--- src/rtl/prog_sequence_generator_pkg.sv ---
// rtl/prog_sequence_generator_pkg.sv - shared state and direction encodings
package prog_seq_pkg;

  typedef enum logic {
    IDLE = 1'b0,
    RUN  = 1'b1
  } state_t;

  localparam logic DIR_UP   = 1'b0;
  localparam logic DIR_DOWN = 1'b1;

endpackage

--- src/rtl/prog_sequence_generator_if.sv ---
// rtl/prog_sequence_generator_if.sv - control and observation bundle of the sequence generator
interface prog_sequence_generator_if #(
  parameter int WIDTH = 4,
  parameter int DEPTH = 8
);
  localparam int IW = $clog2(DEPTH);

  logic             load_en;
  logic [WIDTH-1:0] load_data;
  logic             clear;
  logic             start;
  logic             stop;
  logic             hold;
  logic             dir;
  logic [WIDTH-1:0] seq_out;
  logic [WIDTH-1:0] seq_next;
  logic [IW-1:0]    index;
  logic [IW:0]      length;
  logic             running;
  logic             wrap;
  logic             full;

  modport master (
    output load_en, load_data, clear, start, stop, hold, dir,
    input  seq_out, seq_next, index, length, running, wrap, full
  );

  modport slave (
    input  load_en, load_data, clear, start, stop, hold, dir,
    output seq_out, seq_next, index, length, running, wrap, full
  );
endinterface

--- src/rtl/prog_sequence_generator_seq_table.sv ---
// rtl/prog_sequence_generator_seq_table.sv - value table with one write port and two combinational read ports
module seq_table #(
  parameter int WIDTH = 4,
  parameter int DEPTH = 8,
  parameter int AW    = $clog2(DEPTH)
) (
  input  logic             clock,
  input  logic             reset,
  input  logic             we,
  input  logic [AW-1:0]    waddr,
  input  logic [WIDTH-1:0] wdata,
  input  logic [AW-1:0]    cur_addr,
  output logic [WIDTH-1:0] cur_data,
  input  logic [AW-1:0]    next_addr,
  output logic [WIDTH-1:0] next_data
);
  logic [WIDTH-1:0] mem [DEPTH];

  always_ff @(posedge clock) begin
    if (reset) begin
      for (int i = 0; i < DEPTH; i++) mem[i] <= '0;
    end else if (we) begin
      mem[waddr] <= wdata;
    end
  end

  assign cur_data  = mem[cur_addr];
  assign next_data = mem[next_addr];
endmodule

--- src/rtl/prog_sequence_generator.sv ---
// rtl/prog_sequence_generator.sv - programmable sequence generator: IDLE/RUN FSM, index and length control
module prog_sequence_generator
  import prog_seq_pkg::*;
#(
  parameter int WIDTH = 4,
  parameter int DEPTH = 8
) (
  input logic                     clock,
  input logic                     reset,
  prog_sequence_generator_if.slave bus
);
  localparam int IW = $clog2(DEPTH);
  localparam int LW = IW + 1;

  state_t           state, state_nxt;
  logic [IW-1:0]    index_q, len_last, step_idx, start_idx, cur_addr;
  logic [LW-1:0]    length_q;
  logic [WIDTH-1:0] seq_q, rd_cur, rd_next;
  logic             wrap_q, full_w, do_load, do_start, do_step, step_wraps;

  assign full_w   = (length_q == LW'(DEPTH));
  assign len_last = IW'(length_q - LW'(1));

  // Neighbour of index in the current direction; seq_next reads from here
  always_comb begin
    step_idx   = index_q;
    step_wraps = 1'b0;
    if (bus.dir == DIR_UP) begin
      if (index_q == len_last) begin
        step_idx   = '0;
        step_wraps = 1'b1;
      end else begin
        step_idx = index_q + IW'(1);
      end
    end else begin
      if (index_q == '0) begin
        step_idx   = len_last;
        step_wraps = 1'b1;
      end else begin
        step_idx = index_q - IW'(1);
      end
    end
  end

  assign start_idx = (bus.dir == DIR_DOWN) ? len_last : '0;
  assign cur_addr  = (state == IDLE) ? start_idx : index_q;

  always_comb begin
    state_nxt = state;
    do_load   = 1'b0;
    do_start  = 1'b0;
    do_step   = 1'b0;
    case (state)
      IDLE: begin
        do_load = bus.load_en && !bus.clear && !full_w;
        if (bus.start && !bus.stop && !bus.clear && (length_q != '0)) begin
          state_nxt = RUN;
          do_start  = 1'b1;
        end
      end
      RUN: begin
        if (bus.stop) state_nxt = IDLE;
        else          do_step   = !bus.hold;
      end
      default: state_nxt = IDLE;
    endcase
  end

  always_ff @(posedge clock) begin
    if (reset) begin
      state    <= IDLE;
      length_q <= '0;
      index_q  <= '0;
      seq_q    <= '0;
      wrap_q   <= 1'b0;
    end else begin
      state  <= state_nxt;
      wrap_q <= do_step && step_wraps;
      if (state == IDLE && bus.clear) length_q <= '0;
      else if (do_load)               length_q <= length_q + LW'(1);
      if (do_start) begin
        index_q <= start_idx;
        seq_q   <= rd_cur;
      end else if (do_step) begin
        index_q <= step_idx;
        seq_q   <= rd_next;
      end
    end
  end

  seq_table #(.WIDTH(WIDTH), .DEPTH(DEPTH), .AW(IW)) u_table (
    .clock     (clock),
    .reset     (reset),
    .we        (do_load),
    .waddr     (IW'(length_q)),
    .wdata     (bus.load_data),
    .cur_addr  (cur_addr),
    .cur_data  (rd_cur),
    .next_addr (step_idx),
    .next_data (rd_next)
  );

  assign bus.seq_out  = seq_q;
  assign bus.seq_next = rd_next;
  assign bus.index    = index_q;
  assign bus.length   = length_q;
  assign bus.running  = (state == RUN);
  assign bus.wrap     = wrap_q;
  assign bus.full     = full_w;
endmodule

--- src/flat_wrapper.sv ---
// flat-port wrapper written by rule: the top's interface ports become plain ports
module prog_sequence_generator_flat import prog_seq_pkg::*;
#(
  parameter int WIDTH = 4,
  parameter int DEPTH = 8
)
  (clock, reset, bus_load_en, bus_load_data, bus_clear, bus_start, bus_stop, bus_hold, bus_dir, bus_seq_out, bus_seq_next, bus_index, bus_length, bus_running, bus_wrap, bus_full);
  prog_sequence_generator_if #(.WIDTH(WIDTH), .DEPTH(DEPTH)) bus_i ();
  input logic clock;
  input logic reset;
  input wire logic [$bits(bus_i.load_en)-1:0] bus_load_en;
  input wire logic [$bits(bus_i.load_data)-1:0] bus_load_data;
  input wire logic [$bits(bus_i.clear)-1:0] bus_clear;
  input wire logic [$bits(bus_i.start)-1:0] bus_start;
  input wire logic [$bits(bus_i.stop)-1:0] bus_stop;
  input wire logic [$bits(bus_i.hold)-1:0] bus_hold;
  input wire logic [$bits(bus_i.dir)-1:0] bus_dir;
  output wire logic [$bits(bus_i.seq_out)-1:0] bus_seq_out;
  output wire logic [$bits(bus_i.seq_next)-1:0] bus_seq_next;
  output wire logic [$bits(bus_i.index)-1:0] bus_index;
  output wire logic [$bits(bus_i.length)-1:0] bus_length;
  output wire logic [$bits(bus_i.running)-1:0] bus_running;
  output wire logic [$bits(bus_i.wrap)-1:0] bus_wrap;
  output wire logic [$bits(bus_i.full)-1:0] bus_full;
  assign bus_i.load_en = bus_load_en;
  assign bus_i.load_data = bus_load_data;
  assign bus_i.clear = bus_clear;
  assign bus_i.start = bus_start;
  assign bus_i.stop = bus_stop;
  assign bus_i.hold = bus_hold;
  assign bus_i.dir = bus_dir;
  assign bus_seq_out = bus_i.seq_out;
  assign bus_seq_next = bus_i.seq_next;
  assign bus_index = bus_i.index;
  assign bus_length = bus_i.length;
  assign bus_running = bus_i.running;
  assign bus_wrap = bus_i.wrap;
  assign bus_full = bus_i.full;
  prog_sequence_generator #(.WIDTH(WIDTH), .DEPTH(DEPTH)) u_core (.clock(clock), .reset(reset), .bus(bus_i));
endmodule
--- config.mk ---
export PLATFORM = sky130hd
export DESIGN_NAME = prog_sequence_generator_flat
export DESIGN_NICKNAME = d
export VERILOG_FILES = /design/src/rtl/prog_sequence_generator_pkg.sv /design/src/rtl/prog_sequence_generator_if.sv /design/src/rtl/prog_sequence_generator_seq_table.sv /design/src/rtl/prog_sequence_generator.sv /design/src/flat_wrapper.sv
export SDC_FILE = /design/constraint.sdc
export NUM_CORES = 1
export LEC_CHECK = 0
export CORE_UTILIZATION = 40
export DETAILED_ROUTE_END_ITERATION = 16
export HOLD_SLACK_MARGIN = 0.03
export SLEW_MARGIN = 5
export SYNTH_ARGS = -nofsm -noshare
export SYNTH_HDL_FRONTEND = slang
export SYNTH_SLANG_ARGS = --single-unit
--- constraint.sdc ---
create_clock -name clock -period 4.07 [get_ports clock]
set_input_delay 0.814 -clock clock [delete_from_list [all_inputs] [get_ports clock]]
set_output_delay 0.814 -clock clock [all_outputs]
set_load 0.01 [all_outputs]
Yosys cells after proc, flatten, opt, wreduce, memory -nomap -nowiden
Memory sizes are Yosys's and may differ from the RTL's.
Cells that the tools add are included.
{"block": "word_totals", "regBits": 13, "mem_bits_rw": 32, "input_bits": 12, "n_memories": 1}
{"name": "u_core.u_table.mem", "words": 8, "width": 4, "rd": 2, "rd_ports_with_merged_regs": 0, "wr": 8, "line": "prog_sequence_generator_seq_table.sv:17", "rtl": "logic [WIDTH-1:0] mem [DEPTH];"}
{"block": "classes", "addsub": 4, "eq_ne": 2, "muxes": 27, "n_bitwise": 1, "reduce_logical": 16}
{"cell": "3-bit 2-to-1 mux", "count": 8}
{"cell": "1-bit 2-to-1 mux", "count": 15}
{"cell": "4-bit 2-to-1 mux", "count": 3}
{"cell": "1-bit logical AND", "count": 7}
{"cell": "3-bit by 1-bit subtractor with 3-bit output, second input constant", "count": 2}
{"cell": "4-bit by 1-bit adder with 4-bit output, second input constant", "count": 1}
{"cell": "4-bit == test, second input constant", "count": 1}
{"cell": "1-bit logical NOT", "count": 4}
{"cell": "4-bit nonzero test", "count": 1}
{"cell": "4-bit OR reduction", "count": 1}
{"cell": "3-bit by 1-bit adder with 3-bit output, second input constant", "count": 1}
{"cell": "3-bit == test", "count": 1}
{"cell": "3-bit logical NOT", "count": 1}
{"cell": "1-bit case mux with 2 select lines", "count": 1}
{"cell": "2-bit nonzero test", "count": 1}
{"cell": "2-bit OR reduction", "count": 1}
{"cell": "1-bit inverter", "count": 1}

Logic depth before layout (Yosys ltp)
Gate-level depths: netlist (run 1).
{"block": "logic_depth", "word_depth": 9, "depth_mapped": 11, "mapped_depth_nobuf": 8}

By module
From an unflattened synthesis (run 1), not the netlist that was laid out.
{"block": "unflattened", "cells_unflattened": 226, "area_unflattened_um2": 2690.1}
{"mod": "seq_table", "n_inst": 1, "cells_each": 117, "area_each_um2": 1804.2}
{"mod": "prog_sequence_generator", "n_inst": 1, "cells_each": 109, "area_each_um2": 885.8}

Worst setup path after synthesis (run 1)
Ideal clock, no wire load.
{"block": "synth_path", "kind": "flip-flop to output port", "start": "register u_core.length_q[0], in the netlist u_core.bus.length[0]", "end": "output port bus_seq_next[0]", "arrival_time_ns": 2.240, "required_time_ns": 3.256, "path_slack_ns": 1.016, "path_stages_with_launch": 11, "n_path_buf": 3, "path_cell_list": "dfxtp_1 > buf_2 > inv_1 > ha_1 > nand4bb_1 > buf_6 > o211a_1 > buf_6 > a21boi_4 > o221ai_1 > mux2i_1"}
{"block": "synth_via", "elab_chain_cells": 5, "word_cells_on_any_way": 6}
{"item": "start, declared", "line": "prog_sequence_generator.sv:17", "rtl": "logic [LW-1:0] length_q;"}
{"item": "start signal, assigned", "line": "prog_sequence_generator.sv:80", "rtl": "else if (do_load) length_q <= length_q + LW'(1);"}
{"item": "3-bit by 1-bit subtractor with 3-bit output *", "line": "prog_sequence_generator.sv:22", "rtl": "assign len_last = IW'(length_q - LW'(1));"}
{"item": "via u_core.len_last[0]", "line": "prog_sequence_generator.sv:16", "rtl": "logic [IW-1:0] index_q, len_last, step_idx, start_idx, cur_addr;"}
{"item": "3-bit == test", "line": "prog_sequence_generator.sv:29", "rtl": "if (index_q == len_last) begin"}
{"item": "3-bit 2-to-1 mux", "line": "prog_sequence_generator.sv:29"}
{"item": "3-bit 2-to-1 mux *", "line": "prog_sequence_generator.sv:28", "rtl": "if (bus.dir == DIR_UP) begin"}
{"item": "memory 8 x 4 bit *"}
{"item": "end, declared", "line": "flat_wrapper.sv:19", "rtl": "output wire logic [$bits(bus_i.seq_next)-1:0] bus_seq_next;"}
Mark *: on every way through the listed nets, which the timed path passes. The rest lies on a longest branch.

Worst setup path after layout (run 1)
{"block": "layout_path", "start": "input port bus_dir", "end": "output port bus_seq_next[3]"}
{"block": "layout_via", "elab_chain_cells": 2}
{"item": "start, declared", "line": "flat_wrapper.sv:17", "rtl": "input wire logic [$bits(bus_i.dir)-1:0] bus_dir;"}
{"item": "3-bit 2-to-1 mux", "line": "prog_sequence_generator.sv:28"}
{"item": "memory 8 x 4 bit"}
No other way between the ends.

==> results of run 1 <==
-- per-layer routing --
metal	vias up	global-route usage (%)	wire length [µm]	share of wire, %
met2	58	31.9	3280	48
met4	0	6.82	127	1.9
met3	12	3.05	225	3.3
met1	1011	26.0	3180	47
li1	1032	-	-	-
met5	-	0	0	0
-- worst max-delay path by stage --
stage,to,slack (ns)
after detailed placement,bus_seq_next[2],0.11
final,bus_seq_next[3],0.13
after CTS,bus_seq_next[2],0.02
after floorplan,bus_seq_next[0],1.02
after global routing,bus_seq_next[3],0.003
after global placement,bus_seq_next[2],0.16
-- cells in the final DEF (no fill, tap or decap), drive strengths merged, types with 2 or more instances in the layout --
| master | Yosys | layout |
|---|---|---|
| a211oi | 6 | 6 |
| a21oi | 10 | 10 |
| and2 | 32 | 32 |
| buf | 12 | 12 |
| clkbuf | 5 | 5 |
| clkdlybuf4s50 | 0 | 29 |
| dfxtp | 13 | 13 |
| edfxtp | 32 | 32 |
| ha | 5 | 5 |
| inv | 18 | 19 |
| mux2i | 10 | 10 |
| mux4 | 8 | 8 |
| nand2 | 8 | 8 |
| nand2b | 7 | 7 |
| nand3 | 7 | 7 |
| nand4 | 2 | 2 |
| nor2 | 16 | 16 |
| nor3 | 4 | 4 |
| nor3b | 3 | 3 |
| nor4 | 3 | 3 |
| o2111ai | 16 | 16 |
| o21a | 5 | 5 |
| o221ai | 8 | 8 |
| or2 | 8 | 8 |
| xnor2 | 2 | 2 |
| xor2 | 3 | 3 |
-- final cells by class --
type	instances	area share, %
inverters	18	2.01
repair buffers	41	11.7
multi-input cells	179	43.4
clock buffers	5	2.05
flip-flops and latches	45	36.5
clock inverters	3	0.746
well taps	96	3.58
-- what timing repair did --
action,4_1_cts,5_1_grt
resized for setup,0,5
setup endpoints to repair,0,4
endpoints found under the hold margin,0,0
-- worst max-delay path: cells and delay by family --
kind | cells | cell delay (ns)
buffers and inverters | 2 | 1.16
AO/OA/AOI/OAI | 3 | 0.81
multiplexers | 1 | 0.24
AND/OR/NAND/NOR | 1 | 0.10
-- power groups by stage --
stage	clock, µW	sequential (µW)	combinational [µW]
finish	294	513	139
global route	319	514	150
CTS	302	512	136
detailed placement	0	523	136
global placement	0	523	135
floorplan	0	518	89.8
-- metrics by stage --
| stage | total power, µW | instances | instance area [µm²] |
|---|---|---|---|
| detailed placement | 659 | 379 | 3240 |
| CTS | 951 | 387 | 3330 |
| global placement | 658 | 379 | 3240 |
| finish | 946 | 387 | 3360 |
| floorplan | 607 | 259 | 2840 |
| global route | 983 | 387 | 3360 |
-- logic make-up (layout without fill, tap and decap cells) --
group	count (synthesis)	count (layout)	share of synthesized area [%]
fa+ha+maj	5	5	2.21
flops	45	45	43.1
buf+inv	35	67	6.22
compound gates	54	54	15.7
mux	19	19	10.8
xor+xnor	6	6	2.34
simple gates	95	95	19.6
-- state kept, by name, summed over array words and instances (netlist names) --
register and flops:
u_core.bus.index 3, u_core.bus.length 4, u_core.bus.running 1, u_core.bus.seq_out 4, u_core.bus.wrap 1, u_core.u_table.mem 32
==> results_dict.tcl, run 1 <==
set metrics [dict create \
    syn-mean-instance-area_um2 10.9 \
    buffer_ports.inserted 29 \
    fp.dieW_um 86.2 \
    gp_congestion 0.951 \
    dp_hpwl_um 5260 \
    crit_top_cell "sky130_fd_sc_hd__clkdlybuf4s50_1" \
    ys_warn_count 0 \
    post-route-period-util_pct 96.8 \
    syn-instance-count 259 \
    slew_violations 0 \
    cp-startpoint "bus_dir" \
    initial_core_util_pct 41.5 \
    synth_commonest_cells "32 x sky130_fd_sc_hd__and2_1, 32 x sky130_fd_sc_hd__edfxtp_1, 18 x sky130_fd_sc_hd__inv_1" \
    grt_util_all_layers_pct 19.4 \
    power.combinational.fraction_pct 14.7 \
    worstHoldPathType "reg -> reg" \
    multiInputGateArea_um2 1460 \
    period_minus_slack_ns 3.94 \
    clock_tree.htree_level_count 2 \
    synthesis.area_um2 2840 \
    finalSetupViolations 0 \
    num_antenna_cells 0 \
    timing.max_cap.violations 0 \
    tritoncts.num_buffers 5 \
    timing.reg2reg.worst_path_depth 6 \
    cpMaxStageDelayCell "sky130_fd_sc_hd__clkdlybuf4s50_1" \
    critical_path.max_stage_delay_ns 0.58 \
    cts.clk_slew.worst_paths_ns 0.09 \
    1st_iter_drt_viols 153 \
    netlist-cell-type-count 49 \
    routed-via-count 2113 \
    power.density_nw_per_um2 282 \
    cts_sinks 45 \
    setup.worst_path.start_class "input pin" \
    status "completed" \
    cts.path.max_buffers 2 \
    drc_errors 0 \
    fin_worst_skew_ns 0.0115 \
    synth_async_sr_flop_share_pct 0 \
    pin_count_of_the_biggest_net_entering_global_routing 17 \
    layout_setup_ws_ns 0.130 \
    synth_flop_cell "sky130_fd_sc_hd__edfxtp_1" \
    number_of_synthesized_flops_with_an_enable_pin 32 \
    critical_path_arrival_ns 3.13 \
    std_cell_rows 30 \
    power.share.clock_pct 31.1 \
    globalRoute.totalOverflow 0 \
    drt-pass1-iter-count 4 \
    p_int_uw 695 \
    holdPathEnd "u_core.bus.length[3]" \
    drt-total-wl_um 6820 \
    crit-reg2reg-capture "u_core.u_table.mem[0][3]" \
    fp.dieArea_um2 7430 \
    grt_pass1_wl_um 10900 \
    hold_viol_final 0 \
    clockRootBuffer "sky130_fd_sc_hd__clkbuf_8" \
    fmax_mhz 254 \
    ir_worst_vdd_mv 0.158 \
    worst_pin_slew_ns 0.747 \
    setup.worst_path.class "in -> out" \
    preCtsSetupSlack_ns 0.114 \
    tritoncts "done" \
    minimum_setup_slack_among_reg_to_reg_paths_ns 1.53 \
    synth_sequential_area_ratio_pct 43.1 \
    detail_route.vias_per_cell 5.46 \
    grt_setup_unrepaired "false" \
    holdPathStages 2 \
    wl_per_cell_um 17.6 \
    io_pins 30 \
    nNetsFinal 307 \
    post-cts-setup-buffer-count 0 \
    seq_area_um2 1220 \
    fill_cells 673 \
    critical_path.endpoint_type "output pin" \
    setup_tns_ns 0 \
    p_sw_share_pct 26.5 \
    synth_top_cells_by_area "sky130_fd_sc_hd__edfxtp_1 34%, sky130_fd_sc_hd__dfxtp_1 9.2%, sky130_fd_sc_hd__and2_1 7.1%" \
    share_of_cells_above_drive_strength_1_pct 15.1 \
    maxSlewHeadroom_pct 49.7 \
    clkLatencyLatePin_ns 0.31 \
    yosysTopAreaCell "sky130_fd_sc_hd__edfxtp_1" \
    cp.required_ns 3.26 \
    final_core_utilization_pct 49.1 \
    yosys_register_bits 45 \
    hold_buffers 0 \
    antenna_violating_nets_post_route 0 \
    floorplan.core_area_um2 6830 \
    critical_path_cell_by_cell "clkdlybuf4s50_1, nand2b_1, o211a_1, a21boi_4, o221ai_1, mux2i_1, clkdlybuf4s50_1" \
    area.growth.synth_to_final_pct 18.4 \
    first_global_vias 2114 \
    hold_start "u_core.bus.length[3]" \
    timing.hold.ws_ns 0.572 \
    switchingPower_uw 251 \
    antenna_violations_before_repair 0 \
    mappedNetlistNets 276 \
    cellLeakagePower_uw 0.00124 \
    floorplan.die.height_um 86.2 \
    seqPwrFrac_pct 54.2 \
    regToRegStartpoint "u_core.bus.length[2]" \
    netlist.area_leader.share_pct 33.9 \
    critical_path_peak_fanout 9 \
]
Power figures use the tool's default switching activity.
==> run 2: changes to the inputs <==
Settings changed: CORE_UTILIZATION 40 to 45, PLACE_DENSITY set to 0.66.
==> results_dict.tcl, run 2 (synthesis gave the netlist of run 1 again) <==
set metrics [dict create \
    status "completed" \
    num_antenna_cells 0 \
    slew_violations 0 \
    fin_worst_skew_ns 0.00491 \
    switchingPower_uw 250 \
    grt_util_met3_pct 3.26 \
    area.growth.synth_to_final_pct 15.3 \
    fill_cells 529 \
    nNetsFinal 303 \
    routed-via-count 2121 \
    floorplan.die.height_um 81.4 \
    register_name_with_the_most_flops "u_core.u_table.mem" \
    grt_setup_unrepaired "false" \
    clkLatencyLatePin_ns 0.31 \
    totalPowerFinal_uw 942 \
    cts.clk_slew.worst_paths_ns 0.09 \
    fmax_mhz 260 \
    critical_path_cell_by_cell "inv_1, ha_1, nor2b_2, o211a_1, a21boi_4, o221ai_1, mux2i_1, clkdlybuf4s50_1" \
    preCtsSetupSlack_ns -0.00617 \
    floorplan.core_area_um2 5990 \
    pin_count_of_the_biggest_net_entering_global_routing 17 \
    tritoncts.num_buffers 5 \
    maxSlewHeadroom_pct 49.0 \
    ir_worst_vdd_mv 0.171 \
    setup.worst_path.start_class "flip-flop" \
    first_global_vias 2012 \
    post-route-cell-area_um2 3270 \
    gp_congestion 0.914 \
    postPlaceCellArea_um2 3170 \
    antenna_violating_nets_post_route 0 \
    drc_errors 0 \
    initial_core_util_pct 47.3 \
    globalRouteMet1Util_pct 28.8 \
    detail_route.vias_per_cell 5.86 \
    dp_hpwl_um 4980 \
    cpMaxStageDelayCell "sky130_fd_sc_hd__clkdlybuf4s50_1" \
    cts_sinks 45 \
    std_cell_rows 28 \
    p_sw_share_pct 26.6 \
    worstHoldPathType "reg -> reg" \
    share_of_cells_above_drive_strength_1_pct 13.9 \
    busiest_layer "met2" \
    globalRoute.totalOverflow 0 \
    critical_path.max_stage_delay_ns 0.58 \
    cp_num_buf_inv 2 \
    drt-pass1-iter-count 4 \
    wl_per_cell_um 17.8 \
    clockRootBuffer "sky130_fd_sc_hd__clkbuf_8" \
    grtUsageMet2_pct 34.3 \
    post-place-cells 354 \
    seqPwrFrac_pct 54.5 \
    1st_iter_drt_viols 252 \
    antenna_violations_before_repair 0 \
    period_minus_slack_ns 3.84 \
    max_ffs_per_register 32 \
    hold_viol_final 0 \
    fp.dieArea_um2 6620 \
    critical_path_peak_fanout 10 \
    grt_util_all_layers_pct 21.4 \
    layout_setup_ws_ns 0.229 \
    power.share.clock_pct 31.4 \
    worst_pin_slew_ns 0.758 \
    mostFrequentLayoutCells "32 x sky130_fd_sc_hd__and2_1, 32 x sky130_fd_sc_hd__edfxtp_1, 28 x sky130_fd_sc_hd__clkdlybuf4s50_1, 18 x sky130_fd_sc_hd__inv_1" \
    timing.max_cap.violations 0 \
    clock_tree.htree_level_count 2 \
    buffer_ports.inserted 29 \
    cts.path.max_buffers 2 \
    hold_buffers 0 \
    cp.required_ns 3.26 \
    post-route-period-util_pct 94.4 \
    power.combinational.fraction_pct 14.2 \
    setup.worst_path.class "reg -> out" \
    timing.hold.ws_ns 0.594 \
    p_int_uw 692 \
    cellLeakagePower_uw 0.00123 \
    finalNonFillerCells 362 \
    tritoncts "done" \
    critPathTopFamily "compound AO/OA/AOI/OAI gates" \
    drt-total-wl_um 6460 \
    critical_path_arrival_ns 3.03 \
    power.density_nw_per_um2 288 \
    finalSetupViolations 0 \
    grt_pass1_wl_um 10400 \
    critical_path.endpoint_type "output pin" \
    fp.dieW_um 81.4 \
    io_pins 30 \
]
## run 2: cell count changes in the layout (fill, tap and decap cells not counted), sizes merged
cell           delta
buf               -4
clkdlybuf4s50     -1
dlygate4sd2       +1
## run 2: metrics by stage
stage	utilization [%]	TNS, ns
after detailed placement	52.9	-0.00617
final	54.6	0
after floorplan	-	0
after global routing	54.6	0
after global placement	52.9	0
after CTS	54.5	0
## run 2: worst min-delay path, cell delays in order, from the launching register on
cell and delay (ns):
sky130_fd_sc_hd__dfxtp_1 0.32, sky130_fd_sc_hd__nor2_1 0.09, sky130_fd_sc_hd__a211oi_1 0.05, sky130_fd_sc_hd__o21a_1 0.09
## run 2: area by class of cell
type / instances / area [µm²] / share of cell area [%]
Clock inverter: 3 / 25.0 / 0.766
Clock buffer: 5 / 68.8 / 2.11
Sequential cell: 45 / 1220 / 37.4
Tap cell: 75 / 93.8 / 2.87
Multi-Input combinational cell: 179 / 1440 / 44.1
Inverter: 18 / 67.6 / 2.07
Timing Repair Buffer: 37 / 349 / 10.7
## run 2: power by group through the flow
stage / logic [µW] / registers, µW / clock network (µW)
2_1_floorplan: 89.8 / 518 / 0
3_3_place_gp: 132 / 523 / 0
3_5_place_dp: 134 / 523 / 0
4_1_cts: 134 / 512 / 302
5_1_grt: 145 / 514 / 314
6_report: 133 / 513 / 296
## run 2: repair_timing
action                     CTS  global route
setup buffers                0             0
hold endpoints to repair     0             0
setup endpoints to repair    1             4
resized for setup            1             3
## run 2: per-layer routing
metal | part of all wire (%) | up-vias
li1 | - | 1024
met1 | 46 | 1028
met2 | 47 | 59
met3 | 4.8 | 10
met4 | 2.0 | 0
met5 | 0 | -
## run 2: worst paths after layout
| check | from | end | slack (ns) | cells past startpoint |
|---|---|---|---|---|
| setup / recovery | u_core.bus.index[0] | bus_seq_next[0] | 0.23 | 8 |
| hold / removal | u_core.bus.seq_out[3] | u_core.bus.seq_out[3] | 0.59 | 3 |
| setup reg to reg | u_core.bus.length[2] | u_core.u_table.mem[0][2] | 1.56 | 6 |
| hold reg to reg | u_core.bus.seq_out[3] | u_core.bus.seq_out[3] | 0.59 | 3 |
==> run 3: changes to the inputs <==
Settings changed: CELL_PAD_IN_SITES_DETAIL_PLACEMENT set to 0, CELL_PAD_IN_SITES_GLOBAL_PLACEMENT set to 1, CORE_MARGIN set to 4, PLACE_DENSITY 0.66 to not set, PLACE_DENSITY_LB_ADDON set to 0.1.
==> results_dict.tcl, run 3 (synthesis gave the netlist of run 1 again) <==
set metrics [dict create \
    drc_errors 0 \
    num_antenna_cells 0 \
    fp.dieArea_um2 7630 \
    grt_pass1_wl_um 11100 \
    post-route-period-util_pct 95.1 \
    setup.worst_path.start_class "flip-flop" \
    tritoncts "done" \
    dp_hpwl_um 5130 \
    max_ffs_per_register 32 \
    1st_iter_drt_viols 189 \
    preCtsSetupSlack_ns 0.0138 \
    clkLatencyLatePin_ns 0.30 \
    period_minus_slack_ns 3.87 \
    clockRootBuffer "sky130_fd_sc_hd__clkbuf_8" \
    fill_cells 550 \
    clock_tree.htree_level_count 2 \
    area.growth.synth_to_final_pct 15.2 \
    critical_path.endpoint_type "output pin" \
    cellLeakagePower_uw 0.00123 \
    tritoncts.num_buffers 5 \
    fmax_mhz 258 \
    maxSlewHeadroom_pct 50.0 \
    floorplan.die.height_um 87.4 \
    timing.reg2reg.worst_path_depth 6 \
    routed-via-count 2147 \
    io_pins 30 \
    detail_route.vias_per_cell 5.93 \
    std_cell_rows 28 \
    hold_viol_final 0 \
    finalSetupViolations 0 \
    first_global_vias 2034 \
    mostFrequentLayoutCells "32 x sky130_fd_sc_hd__and2_1, 32 x sky130_fd_sc_hd__edfxtp_1, 28 x sky130_fd_sc_hd__clkdlybuf4s50_1, 18 x sky130_fd_sc_hd__inv_1" \
    drt-pass1-iter-count 4 \
    antenna_violations_before_repair 0 \
    cts.path.max_buffers 2 \
    cts_sinks 45 \
    grt_util_all_layers_pct 19.0 \
    drt-total-wl_um 6860 \
    power.density_nw_per_um2 288 \
    pin_count_of_the_biggest_net_entering_global_routing 16 \
    buffer_ports.inserted 29 \
    setup_tns_ns 0 \
    cp.required_ns 3.26 \
    critical_path_peak_fanout 13 \
    share_of_cells_above_drive_strength_1_pct 13.9 \
    nNetsFinal 303 \
    worstHoldPathType "reg -> reg" \
    globalRoute.totalOverflow 0 \
    holdPathStages 2 \
    floorplan.core_area_um2 6030 \
    wl_per_cell_um 19.0 \
    initial_core_util_pct 47.1 \
    hold_buffers 0 \
    gp_congestion 0.918 \
    cts.clk_slew.worst_paths_ns 0.09 \
    critical_path_arrival_ns 3.06 \
    fp.dieW_um 87.4 \
    fin_worst_skew_ns 0.00791 \
    layout_setup_ws_ns 0.199 \
    slew_violations 0 \
    status "completed" \
    ir_worst_vdd_mv 0.186 \
    antenna_violating_nets_post_route 0 \
    setup.worst_path.class "reg -> out" \
    worst_pin_slew_ns 0.743 \
    grt_setup_unrepaired "false" \
    timing.max_cap.violations 0 \
    register_name_with_the_most_flops "u_core.u_table.mem" \
]
[run 3: cell types whose count changed in the layout (fill, tap and decap cells not counted)]
cell                             previous run  this run
sky130_fd_sc_hd__dlygate4sd2_1              1         0
sky130_fd_sc_hd__o211a_2                    0         1
sky130_fd_sc_hd__dfxtp_1                   11        12
sky130_fd_sc_hd__clkinv_4                   1         0
sky130_fd_sc_hd__o211a_1                    1         0
sky130_fd_sc_hd__clkinv_2                   0         1
sky130_fd_sc_hd__dlymetal6s2s_1             0         1
sky130_fd_sc_hd__dfxtp_2                    2         1
[run 3: what timing repair did]
action,4_1_cts,5_1_grt
setup buffers,0,0
setup endpoints to repair,0,4
hold endpoints to repair,0,0
resized for setup,0,4
[run 3: through the flow]
step / hold WS [ns] / area [µm²] / utilization, % / total power [µW] / instances
after floorplan: 0.583 / 2840 / - / 607 / 259
after global placement: 0.571 / 3170 / 52.6 / 657 / 354
after detailed placement: 0.567 / 3170 / 52.6 / 657 / 354
after CTS: 0.593 / 3260 / 54.1 / 942 / 362
after global routing: 0.656 / 3270 / 54.2 / 974 / 362
final: 0.584 / 3270 / 54.2 / 940 / 362
[run 3: final timing paths]
check / startpoint / to / slack (ns)
setup / recovery: u_core.bus.length[0] / bus_seq_next[3] / 0.20
setup reg to reg: u_core.bus.length[2] / u_core.u_table.mem[0][2] / 1.56
hold / removal: u_core.bus.length[3] / u_core.bus.length[3] / 0.58
hold reg to reg: u_core.bus.length[3] / u_core.bus.length[3] / 0.58
[run 3: layout make-up]
| type | instances | area [µm²] | share of cell area [%] |
|---|---|---|---|
| Inverter | 18 | 67.6 | 2.07 |
| Multi-Input combinational cell | 179 | 1440 | 44.1 |
| Sequential cell | 45 | 1220 | 37.4 |
| Clock buffer | 5 | 68.8 | 2.11 |
| Clock inverter | 3 | 21.3 | 0.651 |
| Tap cell | 75 | 93.8 | 2.87 |
| Timing Repair Buffer | 37 | 353 | 10.8 |
[run 3: critical path: stages (launching register included)]
cell                              delay (ns)
sky130_fd_sc_hd__dfxtp_1                0.33
sky130_fd_sc_hd__inv_1                  0.08
sky130_fd_sc_hd__ha_1                   0.42
sky130_fd_sc_hd__xor2_1                 0.24
sky130_fd_sc_hd__nand4_2                0.38
sky130_fd_sc_hd__nand3_2                0.30
sky130_fd_sc_hd__o221ai_1               0.16
sky130_fd_sc_hd__mux2i_1                0.25
sky130_fd_sc_hd__clkdlybuf4s50_1        0.59
[run 3: metal layers]
layer	global-route usage, %	wire [µm]	vias up
met4	4.18	34	0
met3	3.41	307	4
met2	29.5	3180	63
li1	-	-	1028
met1	27.7	3340	1052
met5	0	0	-
[run 3: report_power, final]
group          switching, µW  internal [µW]  total (µW)  leakage [µW]
Clock                    170            122         293     0.0000445
Combinational           69.3           65.9         135      0.000749
Sequential              10.1            502         512      0.000437
